## src/rtl/voted_gate_array.sv

```systemverilog
// voted_gate_array: replicated bitwise gate with per-bit fault injection and majority vote.
// Each accepted operand pair is evaluated REPLICAS times; the result flags replica disagreement.
module voted_gate_array #(
    parameter int unsigned N                 = 10,
    parameter int unsigned REPLICAS          = 3,
    parameter int unsigned ERROR_PROBABILITY = 0,
    parameter logic [15:0] SEED              = 16'h1D2B
) (
    input  logic         clk,
    input  logic         reset,
    input  logic         in_valid_i,
    output logic         in_ready_o,
    input  logic [N-1:0] x_i,
    input  logic [N-1:0] y_i,
    input  logic [1:0]   op_i,
    output logic [N-1:0] z_o,
    output logic         disagree_o,
    output logic         out_valid_o,
    input  logic         out_ready_i,
    output logic [15:0]  err_count_o,
    input  logic         err_clr_i
);
    localparam int unsigned   CW     = $clog2(REPLICAS + 1);
    localparam logic [CW-1:0] HALF   = CW'(REPLICAS / 2);
    localparam logic [CW-1:0] ALL    = CW'(REPLICAS);
    localparam logic [CW-1:0] LAST   = CW'(REPLICAS - 1);
    localparam logic [16:0]   THRESH = 17'(ERROR_PROBABILITY);

    typedef enum logic [1:0] {IDLE, EVAL, OUT} state_t;

    state_t               state_q;
    logic [N-1:0]         x_q, y_q;
    logic [1:0]           op_q;
    logic [CW-1:0]        r_q;
    logic [N-1:0][CW-1:0] cnt_q, cnt_d;
    logic [N-1:0][15:0]   lfsr_q, lfsr_d;
    logic [N-1:0]         ideal, fmask, replica, vote, mixed;
    logic [16:0]          diff;
    logic                 in_ready_q, out_valid_q, disagree_q;
    logic [N-1:0]         z_q;
    logic [15:0]          err_q;

    function automatic logic [15:0] seed_of(int unsigned i);
        logic [15:0] s;
        s = SEED + 16'(i);
        return (s == 16'h0000) ? 16'hACE1 : s;
    endfunction

    // One replica evaluation: ideal gate, fault mask from the LFSR borrow, vote accumulation.
    always_comb begin
        ideal   = '0;
        fmask   = '0;
        replica = '0;
        vote    = '0;
        mixed   = '0;
        diff    = '0;
        cnt_d   = cnt_q;
        lfsr_d  = lfsr_q;
        case (op_q)
            2'b00:   ideal = ~(x_q & y_q);
            2'b01:   ideal = ~(x_q | y_q);
            2'b10:   ideal = x_q & y_q;
            default: ideal = x_q ^ y_q;
        endcase
        for (int unsigned i = 0; i < N; i++) begin
            diff       = {1'b0, lfsr_q[i]} - THRESH;
            fmask[i]   = diff[16];
            replica[i] = ideal[i] ^ fmask[i];
            cnt_d[i]   = cnt_q[i] + CW'(replica[i]);
            vote[i]    = cnt_d[i] > HALF;
            mixed[i]   = (cnt_d[i] != '0) && (cnt_d[i] != ALL);
            lfsr_d[i]  = {lfsr_q[i][0] ^ lfsr_q[i][2] ^ lfsr_q[i][3] ^ lfsr_q[i][5],
                          lfsr_q[i][15:1]};
        end
    end

    always_ff @(posedge clk or posedge reset) begin
        if (reset) begin
            state_q     <= IDLE;
            in_ready_q  <= 1'b1;
            out_valid_q <= 1'b0;
            z_q         <= '0;
            disagree_q  <= 1'b0;
            err_q       <= '0;
            x_q         <= '0;
            y_q         <= '0;
            op_q        <= '0;
            r_q         <= '0;
            cnt_q       <= '0;
            for (int unsigned i = 0; i < N; i++) begin
                lfsr_q[i] <= seed_of(i);
            end
        end else begin
            // Clear wins over a coinciding increment.
            if (err_clr_i) begin
                err_q <= '0;
            end else if (out_valid_q && out_ready_i && disagree_q && (err_q != 16'hFFFF)) begin
                err_q <= err_q + 16'd1;
            end
            case (state_q)
                IDLE: begin
                    if (in_valid_i && in_ready_q) begin
                        x_q        <= x_i;
                        y_q        <= y_i;
                        op_q       <= op_i;
                        cnt_q      <= '0;
                        r_q        <= '0;
                        in_ready_q <= 1'b0;
                        state_q    <= EVAL;
                    end
                end
                EVAL: begin
                    lfsr_q <= lfsr_d;
                    cnt_q  <= cnt_d;
                    r_q    <= r_q + CW'(1);
                    if (r_q == LAST) begin
                        z_q         <= vote;
                        disagree_q  <= |mixed;
                        out_valid_q <= 1'b1;
                        state_q     <= OUT;
                    end
                end
                OUT: begin
                    if (out_ready_i) begin
                        out_valid_q <= 1'b0;
                        in_ready_q  <= 1'b1;
                        state_q     <= IDLE;
                    end
                end
                default: state_q <= IDLE;
            endcase
        end
    end

    assign in_ready_o  = in_ready_q;
    assign out_valid_o = out_valid_q;
    assign z_o         = z_q;
    assign disagree_o  = disagree_q;
    assign err_count_o = err_q;

endmodule

```

## config.mk

```make
export PLATFORM = sky130hd
export DESIGN_NAME = voted_gate_array
export DESIGN_NICKNAME = d
export VERILOG_FILES = /design/src/rtl/voted_gate_array.sv
export SDC_FILE = /design/constraint.sdc
export NUM_CORES = 1
export LEC_CHECK = 0
export CORE_ASPECT_RATIO = 1.75
export CORE_UTILIZATION = 30
export CTS_BUF_LIST = sky130_fd_sc_hd__clkbuf_16
export DETAILED_ROUTE_END_ITERATION = 6
export GPL_TIMING_DRIVEN = 0
export PLACE_DENSITY = 0.52
export RECOVER_POWER = 25
export SETUP_SLACK_MARGIN = 0.15
export SYNTH_ARGS = -nofsm -noshare
export SYNTH_HDL_FRONTEND = slang
export SYNTH_SLANG_ARGS = --single-unit
```

## constraint.sdc

```tcl
create_clock -name clk -period 2.4 [get_ports clk]
set_input_delay 0.36 -clock clk [delete_from_list [all_inputs] [get_ports clk]]
set_output_delay 0.36 -clock clk [all_outputs]
set_load 0.02 [all_outputs]
```

==> results by group, run 1 <==
Status
  • Outcome: finished, violations left
  • Failing checks: capacitance limit, slew limit

Floorplanning
  • Die area: 0.0144 mm²
  • Core area: 0.0135 mm²
  • Io pins: 56
  • Initial Utilization: 30.9%
  • Row count: 56
  • Die H: 158 µm
  • Die Wd: 91.0 µm

Setup path
  • CP Class: flip-flop to flip-flop
  • Worst Path Required: 2.60 ns
  • R2r worst-path depth: 9
  • Max FO, Critical Path: 10
  • Buf+Inv Stages, Crit Path: 1
  • Crit path largest cell delay: 0.40 ns
  • Reg2Reg Launch Point: op_q[0]
  • Worst Setup End Kind: flip-flop
  • Delay-heaviest family, CP: simple AND/OR/NAND/NOR gates
  • Worst path slowest cell: dfrtp_1
  • Number of cells on the critical path: 9
  • Crit path DAT: 2.40 ns
  • RR Endpoint: disagree_o
  • CP cell instances: buf_4, nand2b_1, a21oi_1, a31oi_2, ha_2, xnor2_2, xnor2_1, nor4_2, a31oi_1
  • Flop2flop setup slack: 0.21 ns
  • CP Launch Type: flip-flop

Flow run
  • Maxcap violations: 1

Global route
  • Vias in the first global route: 3370
  • Global route hottest layer: met2
  • Met3 usage in global routing: 2.55%
  • GRT met1 Usage: 15.1%
  • Initial antenna violation count: 0
  • Congestion Overflow GR: 0
  • First-pass GRT wire length: 16500 µm
  • Largest net degree at the start of global routing: 41
  • Total GRT Usage: 14.6%
  • M2 GR Usage: 28.9%

Placed design
  • GPL Wtd Cong: 0.825
  • Pre-CTS setup slack: -0.556 ns
  • HPWL after DPL: 7570 µm
  • IO Port Bufs: 55

Detailed routing
  • 1st-pass router iterations: 4
  • DR DRC count: 0
  • DR iter-0 viols: 135
  • DRT antenna net count: 0
  • Vias/cell: 4.86
  • Avg WL per Cell: 14.2 µm
  • Total number of vias: 3414
  • Final WL: 10000 µm

Synth
  • Synth Flop Type: dfrtp_1
  • Asr flop ratio synth: 100%
  • Distinct cells, synth: 40
  • Yosys warnings: 0
  • Seq/Total Area, Yosys: 45.1%
  • Synth Instances: 452
  • Mapped Area: 0.00416 mm²
  • Post-synth EDFFs: 0
  • Register bit count reported by yosys: 75
  • Syn_area_per_cell: 9.21 µm²
  • Net Count, Synth: 512

Cells and area
  • Fraction of layout cells with a size suffix above 1: 10.8%
  • Antenna diodes: 0
  • Final Net Count: 583
  • Leading cell type in the layout, fill and taps excluded: nand2_1
  • Area growth, synth to finish: 28.7%
  • Final Core Density: 39.8%
  • Most frequent cells in the layout: nand2_1 (77), dfrtp_1 (74), o21ai_0 (59), clkdlybuf4s50_1 (53), inv_1 (28)

STA
  • Post-route minimum period: 2.19 ns
  • Endpoints failing setup: 0
  • Final hold violations: 0
  • Final cycle utilization of the critical path: 91.4%
  • Worst Setup Slack, final: 0.207 ns
  • Fin. max-slew vios: 36
  • Clk_skew: 0.00657 ns
  • Worst rel slew slack: -13.5%
  • Min Hold Slack: 0.487 ns
  • Fmax: 0.456 GHz
  • RSZ-0062 raised after global routing: no
  • Worst-Margin Slew: 1.69 ns

Clock network
  • Worst-skew pair later-pin latency: 0.33 ns
  • TritonCTS Sinks: 75
  • TritonCTS clock tree: built
  • Clock root cell: clkbuf_16
  • Worst-path clk slew: 0.06 ns
  • CTS Buffer Depth: 2
  • Hold_buf cts: 0
  • CTS H-tree depth: 3
  • CTS Buf Count: 9

Pwr
  • Total Power: 0.00253 W
  • Leak: 2.36 nW
  • Peak supply drop: 0.328 mV
  • PwrDens: 473 mW/mm²

Worst hold path
  • Hold crit path type: flip-flop to flip-flop
  • Hold path depth: 2
  • Hold wc startpoint: z_o[0]
  • Hold Path Sink: z_o[0]
==> cell type report <==
class                           instances  area [µm²]
Clock inverter                          7        28.8
Timing Repair Buffer                   60         601
Tap cell                              174         218
Sequential cell                        75        1880
Buffer                                 21         111
Multi-Input combinational cell        330        2200
Fill cell                            1370        8100
Clock buffer                            9         225
Inverter                               26        98.8
==> synth_stat cells (2+ instances only) <==
| library cell | count | area, µm² |
|---|---|---|
| nand2_1 | 77 | 289 |
| dfrtp_1 | 74 | 1850 |
| o21ai_0 | 59 | 295 |
| ha_1 | 33 | 413 |
| inv_1 | 26 | 97.6 |
| a21oi_1 | 25 | 125 |
| nor2_1 | 23 | 86.3 |
| xnor2_1 | 19 | 166 |
| clkbuf_1 | 17 | 63.8 |
| nand2b_1 | 17 | 106 |
| a31oi_1 | 8 | 50.1 |
| mux2_2 | 8 | 90.1 |
| nor2b_1 | 7 | 43.8 |
| nor4_1 | 7 | 43.8 |
| nand3_1 | 6 | 30.0 |
| o31ai_1 | 6 | 45.0 |
| mux2i_1 | 4 | 40.0 |
| or4_1 | 4 | 30.0 |
| a211oi_1 | 3 | 22.5 |
| o41ai_1 | 3 | 26.3 |
| a2111o_1 | 2 | 22.5 |
| and4_1 | 2 | 17.5 |
| buf_1 | 2 | 7.51 |
| nand4_1 | 2 | 12.5 |
| nor3_1 | 2 | 10.0 |
| o22ai_1 | 2 | 12.5 |
==> worst max-delay path by stage <==
stage	startpoint	endpoint	slack, ns
floorplan	op_q[0]	disagree_o	0.27
global placement	op_q[0]	disagree_o	-0.53
detailed placement	op_q[0]	disagree_o	-0.56
CTS	op_q[0]	disagree_o	0.15
global route	op_q[0]	disagree_o	0.13
finish	op_q[0]	disagree_o	0.21
==> cell families (layout without fill, tap and decap cells) <==
group / count (synthesis) / in the layout / share of synthesized area [%]
buffers and inverters: 47 / 123 / 4.45
XOR/XNOR: 19 / 19 / 4.00
flip-flops: 75 / 75 / 45.1
multiplexers: 12 / 12 / 3.13
AO/OA/AOI/OAI: 109 / 109 / 14.6
AND/OR/NAND/NOR: 157 / 157 / 18.8
adder cells (fa/ha/maj): 33 / 33 / 9.92
==> what timing repair did <==
item                                    CTS  global route
endpoints found under the setup margin    9             1
resized for setup                        14            17
buffers inserted                          0             4
pin swaps                                 2             6
==> worst reg2reg max path, cell delays in order (launching register included) <==
cell and delay, ns:
dfrtp_1 0.40, buf_4 0.18, nand2b_1 0.18, a21oi_1 0.18
a31oi_2 0.07, ha_2 0.24, xnor2_2 0.14, xnor2_1 0.15
nor4_2 0.39, a31oi_1 0.13
==> metal layers <==
metal / wire length (µm) / share of wire, %
met5: 0 / 0
met4: 131 / 1.3
met3: 321 / 3.2
met2: 5590 / 56
met1: 3950 / 40
==> sequential cells by signal, summed over array words and instances, names as in the netlist <==
register,count
cnt_q,20
err_count_o,16
in_ready_o,1
disagree_o,1
y_q,10
x_q,10
z_o,10
state_q,2
r_q,2
out_valid_o,1
op_q,2
==> power by group <==
part / internal, W / switching, W / total (W) / leakage, nW
clock: 0.000677 / 0.000506 / 0.00118 / 0.138
combinational: 0.0000432 / 0.0000400 / 0.0000833 / 1.39
sequential: 0.00127 / 0 / 0.00127 / 0.825
==> metrics by stage <==
step           instance area [µm²]  setup TNS (ns)  std cells
2_1_floorplan                 4170               0        452
3_3_place_gp                  4930          -0.974        681
3_5_place_dp                  4950          -0.615        682
4_1_cts                       5270               0        698
5_1_grt                       5360               0        702
6_report                      5360               0        702
(Power assumes the default switching activity.)
==> inputs of run 2 (changes only) <==
--- a/config.mk
+++ b/config.mk
@@ -17,2 +17,3 @@
 export SYNTH_HDL_FRONTEND = slang
 export SYNTH_SLANG_ARGS = --single-unit
+export TNS_END_PERCENT = 50
==> constraint.sdc (replaced) <==
create_clock -name clk -period 2.4 [get_ports clk]
set_input_delay 0.24 -clock clk [delete_from_list [all_inputs] [get_ports clk]]
set_output_delay 0.24 -clock clk [all_outputs]
set_load 0.02 [all_outputs]
==> run 2 against run 1 <==
Net effect:
- the run now ends clean
- die area unchanged
- clock-buffer cell count unchanged
- hold slack got worse by 0.045 ns
- non-clock buffer count unchanged
- highest routed layer unchanged
- global-route usage increased by 0.39 points
- combinational power decreased by 4.2%
- wire length decreased by 1.3%
- cell area increased by 1.1%
==> results by group, run 2 (synthesis results as in run 1) <==
Cells and area
  • Final Net Count: 583 (unchanged)
  • Largest Register: cnt_q
  • Fraction of layout cells with a size suffix above 1: 11.6% (+0.76 points)
  • Leading cell type in the layout, fill and taps excluded: nand2_1
  • Final Core Density: 40.3% (+0.44 points)
  • Most frequent cells in the layout: nand2_1 (77), dfrtp_1 (74), o21ai_0 (59), clkdlybuf4s50_1 (54), ha_1 (28)
  • Final Instance Area: 0.00542 mm² (+1.1%)
  • Largest register FFs: 20 (unchanged)
  • Antenna diodes: 0 (unchanged)
  • Fin cells: 702 (unchanged)
  • Area growth, synth to finish: 30.1%

Clock network
  • CTS Buffer Depth: 2 (unchanged)
  • Worst-skew pair later-pin latency: 0.33 ns (about the same)
  • CTS Buf Count: 9 (unchanged)
  • Worst-path clk slew: 0.06 ns (about the same)
  • Hold_buf cts: 0 (unchanged)
  • TritonCTS clock tree: built
  • CTS H-tree depth: 3 (unchanged)
  • TritonCTS Sinks: 75 (unchanged)
  • Clock root cell: clkbuf_16

Placed design
  • Placed Area: 0.00496 mm² (+0.13%)
  • Pre-CTS setup slack: -0.574 ns (-0.0173 ns)
  • IO Port Bufs: 55 (unchanged)
  • HPWL after DPL: 7560 µm (-0.13%)
  • GPL Wtd Cong: 0.808 (-2.0%)
  • Dpl cells: 682 (unchanged)

Floorplanning
  • Die H: 158 µm (unchanged)
  • Core area: 0.0135 mm² (unchanged)
  • Io pins: 56 (unchanged)
  • Die area: 0.0144 mm² (unchanged)
  • Row count: 56 (unchanged)
  • Initial Utilization: 30.9% (unchanged)
  • Die Wd: 91.0 µm (unchanged)

Worst hold path
  • Hold crit path type: input pin to async pin

Pwr
  • PwrDens: 509 mW/mm² (+7.7%)
  • Peak supply drop: 0.344 mV (+5.0%)
  • Net switching power: 0.000553 W (+1.2%)
  • Cell Int Power: 0.00220 W (+11%)
  • Sw Ratio: 20.1% (-1.5 points)
  • Register share of total power: 45.9% (-4.1 points)
  • Part of the power in the clock network: 51.2% (+4.5 points)
  • Logic gate share of total power: 2.9% (-0.4 points)
  • Leak: 2.39 nW (+1.4%)

Status
  • Outcome: complete, no violations

Setup path
  • Worst Path Required: 2.60 ns (about the same)
  • Max FO, Critical Path: 10 (unchanged)
  • Crit path launch: op_q[0]
  • Worst path slowest cell: dfrtp_1
  • Crit path largest cell delay: 0.39 ns (about the same)
  • CP cell instances: buf_6, clkbuf_8, nand2_1, a31oi_1, ha_1, xnor2_1, xnor2_1, nor4_2, a31oi_1
  • Crit path DAT: 2.33 ns (-0.07 ns)
  • Reg2Reg Launch Point: op_q[0]
  • CP Class: flip-flop to flip-flop
  • CP Launch Type: flip-flop
  • Worst Setup End Kind: flip-flop

Detailed routing
  • DR DRC count: 0 (unchanged)
  • Total number of vias: 3401 (-0.38%)
  • DRT antenna net count: 0 (unchanged)
  • 1st-pass router iterations: 4 (unchanged)
  • Vias/cell: 4.84 (-0.38%)
  • Final WL: 9870 µm (-1.3%)
  • Avg WL per Cell: 14.1 µm (-1.3%)
  • DR iter-0 viols: 101 (-25%)

STA
  • Final cycle utilization of the critical path: 88.9% (-2.5 points)
  • RSZ-0062 raised after global routing: no
  • Final hold violations: 0 (unchanged)
  • Endpoints failing setup: 0 (unchanged)
  • Worst Setup Slack, final: 0.267 ns (+0.0600 ns)
  • Worst-Margin Slew: 0.844 ns (-0.850 ns)
  • Worst rel slew slack: 43.7% (+57 points)
  • Fin. max-slew vios: 0 (-100%)
  • Post-route minimum period: 2.13 ns (-0.0600 ns)
  • Fmax: 0.469 GHz (+2.8%)
  • Clk_skew: 0.00645 ns (-0.000129 ns)

Flow run
  • Maxcap violations: 0 (-1)

Global route
  • Vias in the first global route: 3397 (+0.80%)
  • Largest net degree at the start of global routing: 61 (+49%)
  • Congestion Overflow GR: 0 (unchanged)
  • First-pass GRT wire length: 16700 µm (+1.1%)
  • Total GRT Usage: 15.0% (+0.39 points)
  • Initial antenna violation count: 0 (unchanged)
[run 2: changes by cell type in the layout (fill, tap and decap cells not counted), moves of 2 or more]
cell       previous run  this run
bufinv_16             0         2
xnor2_1              12        10
inv_1                28        25
xnor2_2               7         9
[run 2: stage by stage]
stage / TNS (ns) / total power, W / hold WS (ns)
finish: 0 / 0.00276 / 0.441
global route: 0 / 0.00286 / 0.459
CTS: 0 / 0.00281 / 0.193
detailed placement: -0.574 / 0.00138 / 0.479
global placement: -88.94 / 0.00137 / 0.480
floorplan: 0 / 0.00131 / 0.326
[run 2: cell type report]
cell class,instances,area [µm²]
Multi-Input combinational cell,330,2210
Inverter,26,98.8
Fill cell,1387,8040
Timing Repair Buffer,60,588
Sequential cell,75,1880
Clock inverter,7,82.6
Buffer,21,118
Clock buffer,9,225
Tap cell,174,218
[run 2: path summary, 6_finish.rpt]
| check | to | slack, ns | depth (start not counted) |
|---|---|---|---|
| worst min register to register | r_q[0] | 0.48 | 1 |
| worst min-delay path | err_count_o[3] | 0.44 | 2 |
| min in group clk | y_q[2] | 0.46 | 3 |
| max in group asynchronous | cnt_q[13] | 0.65 | 3 |
| worst max register to register | disagree_o | 0.27 | 9 |
| worst max-delay path | disagree_o | 0.27 | 9 |
[run 2: critical path: cells and delay by family (launching register included)]
family,cells,cell delay [ns]
DFF,1,0.39
AOI/OAI and AO/OA,2,0.36
buffers and inverters,2,0.34
xor gates and xnor gates,2,0.33
and+or+nand+nor,2,0.31
adders and majority gates,1,0.26
[run 2: power groups by stage]
stage,clock network [W],logic [W],registers (W)
final,0.00141,0.0000798,0.00126
after global routing,0.00151,0.0000913,0.00126
after CTS,0.00146,0.0000888,0.00126
after detailed placement,0,0.0000887,0.00129
after global placement,0,0.0000819,0.00129
after floorplan,0,0.0000263,0.00129
[run 2: routing by layer]
layer,up-vias,GRT usage (%),routed length [µm]
met1,1617,15.7,3900
met3,11,2.59,271
met4,0,6.58,172
li1,1711,-,-
met2,62,28.8,5520
met5,-,0,0
[run 2: timing repair]
item,in CTS,in global routing
setup buffers,1,3
pin swaps,1,10
setup endpoints to repair,14,1
hold endpoints to repair,0,0
resized for setup,16,15
==> inputs of run 3 (changes only) <==
- CORE_ASPECT_RATIO: 1.75 -> 1.1
==> run 3 against run 2 <==
Net effect:
- cell area increased by 1.1%
- maximum frequency is 0.98% lower
- clock-buffer cell count stayed put
- clock power is 9% higher
- sequential cell count did not move
- combinational power increased by 0.8%
- core utilization grew 0.67 points
- final cell count is 1.0% higher
==> results by group, run 3 (synthesis results as in run 1) <==
Cells and area
  • Final Core Density: 40.9% (+0.67 points)
  • Final Net Count: 581 (-0.34%)
  • Fraction of layout cells with a size suffix above 1: 12.4% (+0.83 points)
  • Largest register FFs: 20 (unchanged)
  • Most frequent cells in the layout: nand2_1 (77), dfrtp_1 (73), o21ai_0 (59), clkdlybuf4s50_1 (54), ha_1 (27)
  • Leading cell type in the layout, fill and taps excluded: nand2_1
  • Fin cells: 709 (+1.0%)
  • Largest Register: cnt_q
  • Antenna diodes: 0 (unchanged)
  • Area growth, synth to finish: 31.6%

Placed design
  • Pre-CTS setup slack: -0.531 ns (+0.0427 ns)
  • HPWL after DPL: 7060 µm (-6.7%)
  • Dpl cells: 692 (+1.5%)
  • GPL Wtd Cong: 0.810 (+0.22%)
  • IO Port Bufs: 55 (unchanged)

Clock network
  • TritonCTS clock tree: built
  • CTS H-tree depth: 3 (unchanged)
  • CTS Buffer Depth: 2 (unchanged)
  • Worst-skew pair later-pin latency: 0.34 ns (about the same)
  • TritonCTS Sinks: 75 (unchanged)
  • Worst-path clk slew: 0.06 ns (about the same)
  • CTS Buf Count: 9 (unchanged)
  • Clock root cell: clkbuf_16

Detailed routing
  • DR iter-0 viols: 237 (+130%)
  • Final WL: 10000 µm (+1.4%)
  • DR DRC count: 0 (unchanged)
  • 1st-pass router iterations: 4 (unchanged)
  • Avg WL per Cell: 14.1 µm (+0.44%)
  • Vias/cell: 4.77 (-1.6%)
  • Total number of vias: 3381 (-0.59%)
  • DRT antenna net count: 0 (unchanged)

STA
  • Post-route setup TNS: 0 ns (unchanged)
  • Min Hold Slack: 0.285 ns (-0.157 ns)
  • Final cycle utilization of the critical path: 89.8% (+0.88 points)
  • Worst-Margin Slew: 0.989 ns (+0.145 ns)
  • Worst rel slew slack: 34.1% (-9.7 points)
  • Endpoints failing setup: 0 (unchanged)
  • Fmax: 0.464 GHz (-0.98%)
  • RSZ-0062 raised after global routing: no
  • Fin. max-slew vios: 0 (unchanged)
  • Worst Setup Slack, final: 0.245 ns (-0.0211 ns)
  • Final hold violations: 0 (unchanged)
  • Clk_skew: 0.00978 ns (+0.00334 ns)
  • Post-route minimum period: 2.15 ns (+0.0211 ns)

Pwr
  • Register share of total power: 43.9% (-2.0 points)
  • Peak supply drop: 0.253 mV (-26%)
  • Net switching power: 0.000572 W (+3.5%)
  • Part of the power in the clock network: 53.3% (+2.1 points)
  • Sw Ratio: 19.9% (-0.22 points)
  • Leak: 2.38 nW (-0.52%)
  • PwrDens: 526 mW/mm² (+3.4%)
  • Cell Int Power: 0.00231 W (+4.9%)
  • Logic gate share of total power: 2.8% (about the same)

Setup path
  • Max FO, Critical Path: 10 (unchanged)
  • Worst path slowest cell: dfrtp_2
  • Worst Path Required: 2.61 ns (about the same)
  • Crit path largest cell delay: 0.44 ns (+0.05 ns)
  • CP Class: flip-flop to flip-flop
  • Crit path DAT: 2.37 ns (+0.04 ns)
  • CP cell instances: buf_6, clkbuf_8, a211oi_2, a21oi_2, ha_2, xnor2_2, xnor2_1, nor4_2, a31oi_1
  • Worst Setup End Kind: flip-flop
  • CP Launch Type: flip-flop

Global route
  • Vias in the first global route: 3393 (-0.12%)
  • Initial antenna violation count: 0 (unchanged)
  • First-pass GRT wire length: 16800 µm (+0.33%)
  • Largest net degree at the start of global routing: 71 (+16%)
  • Total GRT Usage: 15.1% (+0.13 points)
  • Congestion Overflow GR: 0 (unchanged)

Floorplanning
  • Die H: 126 µm (-20%)
  • Die Wd: 114 µm (+26%)
  • Die area: 0.0144 mm² (-0.12%)
  • Io pins: 56 (unchanged)
  • Initial Utilization: 31.1% (+0.17 points)
  • Core area: 0.0134 mm² (-0.56%)
  • Row count: 44 (-21%)

Flow run
  • Maxcap violations: 0 (unchanged)

Status
  • Outcome: complete, no violations

Worst hold path
  • Hold crit path type: input pin to async pin
==> run 3: changes by cell type in the layout (fill, tap and decap cells not counted), moves of 2 or more <==
cell | before | now
a211oi_1 | 3 | 1
clkinv_2 | 3 | 0
buf_4 | 4 | 1
a31oi_1 | 6 | 4
a211oi_2 | 0 | 2
==> run 3: repair_timing <==
item	in CTS	in global routing
setup buffers	0	1
hold buffers	0	0
setup endpoints to repair	15	1
pin swaps	2	9
gates cloned	0	1
gates resized for setup	12	30
==> run 3: critical path: cells and delay by family, from the launching register on <==
kind | cells | cell delay [ns]
buffers and inverters | 2 | 0.30
DFF | 1 | 0.44
xor gates and xnor gates | 2 | 0.31
and+or+nand+nor | 1 | 0.35
adders and majority gates | 1 | 0.23
AOI/OAI and AO/OA | 3 | 0.40
==> run 3: power by group through the flow <==
stage / clock [W] / combinational (W) / sequential [W]
6_report: 0.00154 / 0.0000804 / 0.00126
3_3_place_gp: 0 / 0.0000809 / 0.00129
5_1_grt: 0.00163 / 0.0000916 / 0.00126
4_1_cts: 0.00156 / 0.0000892 / 0.00126
2_1_floorplan: 0 / 0.0000263 / 0.00129
3_5_place_dp: 0 / 0.0000888 / 0.00129
==> run 3: area by class of cell <==
| type | instances | area (µm²) |
|---|---|---|
| clock buffers | 9 | 225 |
| clock inverters | 6 | 106 |
| multi-input cells | 330 | 2250 |
| fillers | 1357 | 7900 |
| flip-flops and latches | 75 | 1880 |
| inverters | 26 | 98.8 |
| well taps | 184 | 230 |
| plain buffers | 21 | 115 |
| repair buffers | 58 | 571 |
==> run 3: metal layers <==
metal	share of wire (%)	GRT usage, %	vias up
li1	-	-	1703
met1	47	19.0	1602
met2	48	25.5	64
met3	3.2	2.96	12
met4	1.6	5.50	0
met5	0	0	-
==> run 3: path summary, 6_finish.rpt <==
check                         from        endpoint  slack, ns  cells past startpoint
hold reg to reg             z_o[5]          z_o[5]       0.48                      2
max in group asynchronous    reset         op_q[0]       0.77                      3
hold / removal               reset  err_count_o[8]       0.28                      2
setup reg to reg           op_q[0]      disagree_o       0.25                      9
setup / recovery           op_q[0]      disagree_o       0.25                      9
min in group clk            y_i[7]          y_q[7]       0.46                      3
==> run 3: stage by stage <==
step | area (µm²) | total power [W]
finish | 5480 | 0.00288
global route | 5480 | 0.00298
CTS | 5350 | 0.00292
detailed placement | 4970 | 0.00138
global placement | 4940 | 0.00137
floorplan | 4160 | 0.00131
